`src/rtl/csr_tohost_monitor.sv`:
```
// Watches the registered CSR write stream for tohost writes, buffers them in a small FIFO
// drained over valid/ready, and decodes the RISC-V pass/fail termination convention.
module csr_tohost_monitor #(
    parameter logic [11:0] TOHOST_ADDR = 12'h51E,
    parameter int          FIFO_DEPTH  = 4
) (
    input  logic        clk,
    input  logic        reset_n,
    input  logic        wr_en,
    input  logic [11:0] wr_addr,
    input  logic [31:0] wr_data,
    output logic        out_valid,
    output logic [31:0] out_data,
    input  logic        out_ready,
    output logic        done,
    output logic        pass,
    output logic        fail,
    output logic [30:0] test_num,
    output logic        overflow,
    output logic [15:0] wr_count
);

    localparam int PTR_W = $clog2(FIFO_DEPTH);
    localparam int CNT_W = PTR_W + 1;
    localparam logic [CNT_W-1:0] FULL_CNT = CNT_W'(FIFO_DEPTH);

    typedef enum logic [1:0] {
        ST_RUN  = 2'd0,
        ST_PASS = 2'd1,
        ST_FAIL = 2'd2
    } state_t;

    state_t            r_state;
    state_t            w_state_nxt;
    logic              w_latch_test;

    logic [31:0]       r_mem [FIFO_DEPTH];
    logic [PTR_W-1:0]  r_rd_ptr;
    logic [PTR_W-1:0]  r_wr_ptr;
    logic [CNT_W-1:0]  r_count;
    logic              r_out_valid;
    logic [31:0]       r_out_data;
    logic [30:0]       r_test_num;
    logic              r_overflow;
    logic [15:0]       r_wr_count;

    logic              w_qual;
    logic              w_full;
    logic              w_pop;
    logic              w_push_ok;
    logic [PTR_W-1:0]  w_rd_ptr_nxt;
    logic [CNT_W-1:0]  w_count_nxt;
    logic [31:0]       w_head_nxt;

    assign w_qual       = wr_en && (wr_addr == TOHOST_ADDR) && (wr_data != 32'd0);
    assign w_full       = (r_count == FULL_CNT);
    assign w_pop        = r_out_valid && out_ready;
    // A full FIFO still accepts a push when the head leaves in the same cycle.
    assign w_push_ok    = w_qual && (!w_full || w_pop);
    assign w_rd_ptr_nxt = r_rd_ptr + PTR_W'(w_pop);
    assign w_count_nxt  = r_count + CNT_W'(w_push_ok) - CNT_W'(w_pop);

    // The next head is the incoming word only when the FIFO holds nothing else after the pop.
    always_comb begin
        w_head_nxt = r_mem[w_rd_ptr_nxt];
        if (w_push_ok && (r_wr_ptr == w_rd_ptr_nxt)) begin
            w_head_nxt = wr_data;
        end
    end

    // NOTE: storage carries no reset; pointers and occupancy define which entries are live.
    always_ff @(posedge clk) begin
        if (w_push_ok) begin
            r_mem[r_wr_ptr] <= wr_data;
        end
    end

    // NOTE: sequential state uses non-blocking assignments so all flops update from pre-edge values.
    always_ff @(posedge clk) begin
        if (!reset_n) begin
            r_rd_ptr    <= '0;
            r_wr_ptr    <= '0;
            r_count     <= '0;
            r_out_valid <= 1'b0;
            r_out_data  <= 32'd0;
            r_overflow  <= 1'b0;
            r_wr_count  <= 16'd0;
        end else begin
            r_rd_ptr    <= w_rd_ptr_nxt;
            r_wr_ptr    <= r_wr_ptr + PTR_W'(w_push_ok);
            r_count     <= w_count_nxt;
            r_out_valid <= (w_count_nxt != '0);
            if (w_count_nxt != '0) begin
                r_out_data <= w_head_nxt;
            end
            if (w_qual && w_full && !w_pop) begin
                r_overflow <= 1'b1;
            end
            if (w_qual && (r_wr_count != 16'hFFFF)) begin
                r_wr_count <= r_wr_count + 16'd1;
            end
        end
    end

    // Termination decoding sees every qualifying write, including ones dropped on overflow.
    // NOTE: every combinational output gets a default first, so no path can infer a latch.
    always_comb begin
        w_state_nxt  = r_state;
        w_latch_test = 1'b0;
        case (r_state)
            ST_RUN: begin
                if (w_qual) begin
                    if (wr_data == 32'd1) begin
                        w_state_nxt = ST_PASS;
                    end else if (wr_data[0]) begin
                        w_state_nxt  = ST_FAIL;
                        w_latch_test = 1'b1;
                    end
                end
            end
            ST_PASS: w_state_nxt = ST_PASS;
            ST_FAIL: w_state_nxt = ST_FAIL;
            default: w_state_nxt = ST_RUN;
        endcase
    end

    always_ff @(posedge clk) begin
        if (!reset_n) begin
            r_state    <= ST_RUN;
            r_test_num <= 31'd0;
        end else begin
            r_state <= w_state_nxt;
            if (w_latch_test) begin
                r_test_num <= wr_data[31:1];
            end
        end
    end

    assign out_valid = r_out_valid;
    assign out_data  = r_out_data;
    assign done      = (r_state != ST_RUN);
    assign pass      = (r_state == ST_PASS);
    assign fail      = (r_state == ST_FAIL);
    assign test_num  = r_test_num;
    assign overflow  = r_overflow;
    assign wr_count  = r_wr_count;

endmodule

```
`config.mk`:
```
export PLATFORM = sky130hd
export DESIGN_NAME = csr_tohost_monitor
export DESIGN_NICKNAME = d
export VERILOG_FILES = /design/src/rtl/csr_tohost_monitor.sv
export SDC_FILE = /design/constraint.sdc
export NUM_CORES = 1
export LEC_CHECK = 0
export CORE_MARGIN = 1
export CORE_UTILIZATION = 45
export DETAILED_ROUTE_END_ITERATION = 10
export DONT_BUFFER_PORTS = 1
export GPL_ROUTABILITY_DRIVEN = 1
export GPL_TIMING_DRIVEN = 1
export PLACE_DENSITY_LB_ADDON = 0.25
export REMOVE_ABC_BUFFERS = 1
export SLEW_MARGIN = 20
export SYNTH_ARGS = -nofsm -noshare
export SYNTH_HDL_FRONTEND = slang
export SYNTH_SLANG_ARGS = --single-unit
```
`constraint.sdc`:
```
create_clock -name clk -period 13.5 [get_ports clk]
set_input_delay 0.675 -clock clk [delete_from_list [all_inputs] [get_ports clk]]
set_output_delay 0.675 -clock clk [all_outputs]
set_load 0.01 [all_outputs]
```
==> impl_metrics.env <==
export IMPL_insertion_delay_ns=0.51
export IMPL_cts_tree="built"
export IMPL_worst_setup_path_start_kind="primary input"
export IMPL_drt_first_pass_iters=4
export IMPL_yosys_warnings=0
export IMPL_r2r_start="out_valid"
export IMPL_pre_cts_slack_ns=8.165
export IMPL_grt_pass1_wl_um=28430
export IMPL_rsz0062_at_grt="false"
export IMPL_row_count=50
export IMPL_tightest_slew_ns=1.145
export IMPL_hp_class="primary input to register"
export IMPL_root_buffer="clkbuf_16"
export IMPL_synthFlopType="edfxtp_1"
export IMPL_portBuffers=0
export IMPL_synth_edf_count=128
export IMPL_cpPeakStageDelay_ns=1.02
export IMPL_synthArstFlopShare_pct=0
export IMPL_crit_path_start="wr_data[22]"
export IMPL_n_antenna_cell=0
export IMPL_crit_type="primary input to register"
export IMPL_worst_r2r_cell_count=13
export IMPL_drive_gt1_share_pct=15.85
export IMPL_syn_area_per_cell_um2=14.01
export IMPL_vdd_drop_max_v=0.00009043
export IMPL_regArea_mm2=0.005645
export IMPL_cts_max_level=1
export IMPL_ys_ff_latch=218
export IMPL_fin_setup_tns_ns=0
export IMPL_cts_buffer_depth=3
export IMPL_maxSlewHeadroom_pct=23.67
export IMPL_track_usage_pct=19.04
export IMPL_overflow=0
export IMPL_nFillCells=1569
export IMPL_endpoint_kind="register"
export IMPL_wire_per_inst_um=20.63
export IMPL_crit_end="out_data[2]"
export IMPL_cts_setup_buffers=0
export IMPL_reg2reg_setup_slack_ns=10.11
export IMPL_areaGrowthSynthToFinish_pct=10.94
export IMPL_slew_violations=0
export IMPL_antenna_left=0
export IMPL_path_cells="nor4_1 -> nand4_1 -> o31ai_4 -> nand2b_1 -> ha_1 -> inv_1 -> ha_1 -> fa_1 -> xnor2_1 -> xnor2_1 -> or3_1 -> nor2_4 -> nand2_1 -> o21ai_1"
export IMPL_drc_errors=0
export IMPL_cp_data_required_time_ns=13.94
export IMPL_outcome="completed"
export IMPL_setup_violations=0
export IMPL_fin_nets=668
export IMPL_dr_first_iter_drc_count=252
export IMPL_routed_wl_um=17840
export IMPL_core_mm2=0.01871
export IMPL_fin_crit_sh_pct=35.75
export IMPL_r2r_end="out_data[2]"
export IMPL_die_area_mm2=0.01961
export IMPL_p_leak_nw=2.968
export IMPL_multi_input_area_mm2=0.002748
export IMPL_ctsHoldBuffers=0
export IMPL_routed_via_density=5.623
export IMPL_final_cell_mix="edfxtp_1 (128), nand2_1 (107), dfxtp_1 (90)"
export IMPL_via_count=4864
export IMPL_cts_buffers=23
export IMPL_antenna_found_initial=0
export IMPL_cts_sinks=218
export IMPL_ys_seq_area_share_pct=65.84
export IMPL_p_per_area_mw_per_mm2=171.5
export IMPL_grt_max_degree=52
export IMPL_fin_crit_ns=4.826
export IMPL_die_h_um=140.0
export IMPL_fmax_mhz=207.2
export IMPL_pin_count=132
export IMPL_grt_pass1_vias=5135
export IMPL_synth_area_mm2=0.008574
export IMPL_mostFrequentLayoutCell="edfxtp_1"
export IMPL_critPathArrivalTime_ns=5.27
export IMPL_critPathMaxFanout=32
export IMPL_finClkSkew_ns=0.009783
export IMPL_die_x_um=140.0
export IMPL_initial_core_util_pct=45.84
export IMPL_final_area_mm2=0.009513
export IMPL_clkTransAtPathRegs_ns=0.06
export IMPL_placed_area_mm2=0.008768
export IMPL_placedCellCount=822
export IMPL_critical_path_slowest_cell="o31ai_4"
export IMPL_ys_types=46
export IMPL_gp_routability_congestion=0.7881
export IMPL_cts_resized_gates=0
export IMPL_hold_viol=0
export IMPL_layout_setup_ws_ns=8.674
export IMPL_instances_no_fill=865
export IMPL_post_dp_hpwl_um=10830
export IMPL_max_cap_violations=0
export IMPL_synthCells=612
==> area by class of cell <==
type                            instances  share of cell area (%)
Inverter                                8                  0.3157
Clock inverter                          9                  0.8812
Multi-Input combinational cell        355                   28.88
Clock buffer                           33                   6.655
Sequential cell                       218                   59.34
Timing Repair Buffer                    8                  0.8418
Tap cell                              234                   3.078
==> synthesized netlist by cell type, types with 4 or more instances <==
cell / count / area [um2]
mux4_2: 32 / 720.7
buf_6: 4 / 45.04
dfxtp_1: 90 / 1802
o21ai_1: 30 / 150.1
and2_1: 7 / 43.79
ha_1: 5 / 62.56
xnor2_1: 18 / 157.7
a21oi_1: 32 / 160.2
clkbuf_1: 17 / 63.81
buf_2: 5 / 25.02
nor4_1: 7 / 43.79
mux2i_1: 34 / 340.3
nor3_1: 5 / 25.02
nor2_1: 26 / 97.59
nor3_2: 8 / 80.08
inv_1: 7 / 26.28
nand3_1: 6 / 30.03
edfxtp_1: 128 / 3844
nand2_1: 107 / 401.6
==> through the flow <==
stage	utilization, %	power [mW]	hold WS [ns]
global placement	46.88	1.050	0.4773
finish	50.86	1.632	0.2528
CTS	50.71	1.652	0.2348
floorplan	-	0.9854	0.4511
global route	50.86	1.707	0.2313
detailed placement	46.88	1.057	0.4791
==> logic make-up after synthesis <==
group | count (synthesis) | synth area share [%]
compound gates | 68 | 4.202
xor+xnor | 19 | 1.941
fa+ha+maj | 6 | 0.9631
buf+inv | 39 | 2.743
flops | 218 | 65.84
mux | 66 | 12.37
simple gates | 196 | 11.94
==> flip-flops by register name, summed over array words and instances, names as in the netlist <==
register   cells
overflow       1
r_rd_ptr       2
out_valid      1
test_num      31
r_wr_ptr       2
r_mem        128
r_state        2
r_count        3
out_data      32
wr_count      16
==> critical path, delay by kind of cell <==
kind | cells | cell delay [ns]
fa+ha+maj | 3 | 0.73
compound gates | 2 | 1.13
buf+inv | 1 | 0.04
simple gates | 6 | 2.41
xor+xnor | 2 | 0.28
==> power breakdown <==
part	leakage, nW	switching (mW)	internal (mW)
Sequential	1.88	0.0439	0.744
Clock	0.348	0.249	0.347
Combinational	0.737	0.136	0.112
==> metal layers <==
metal  wire, um  vias to the layer above  track usage, %
met5          0                        -               0
met4        302                        0           4.916
met3       1312                       24           4.479
met2       9016                      169           33.76
met1       7212                     2429           23.36
li1           -                     2242               -
==> worst min path at each step <==
| stage | slack (ns) | startpoint | depth (start not counted) | endpoint |
|---|---|---|---|---|
| global route | 0.23 | wr_data[22] | 0 | r_mem[0][22] |
| detailed placement | 0.48 | r_state[0] | 1 | r_state[1] |
| CTS | 0.23 | wr_data[25] | 0 | r_mem[2][25] |
| global placement | 0.48 | r_state[0] | 1 | r_state[1] |
| floorplan | 0.45 | r_state[0] | 1 | r_state[1] |
| finish | 0.25 | wr_data[25] | 0 | r_mem[0][25] |
No activity file was read; power rests on OpenSTA's default activity.
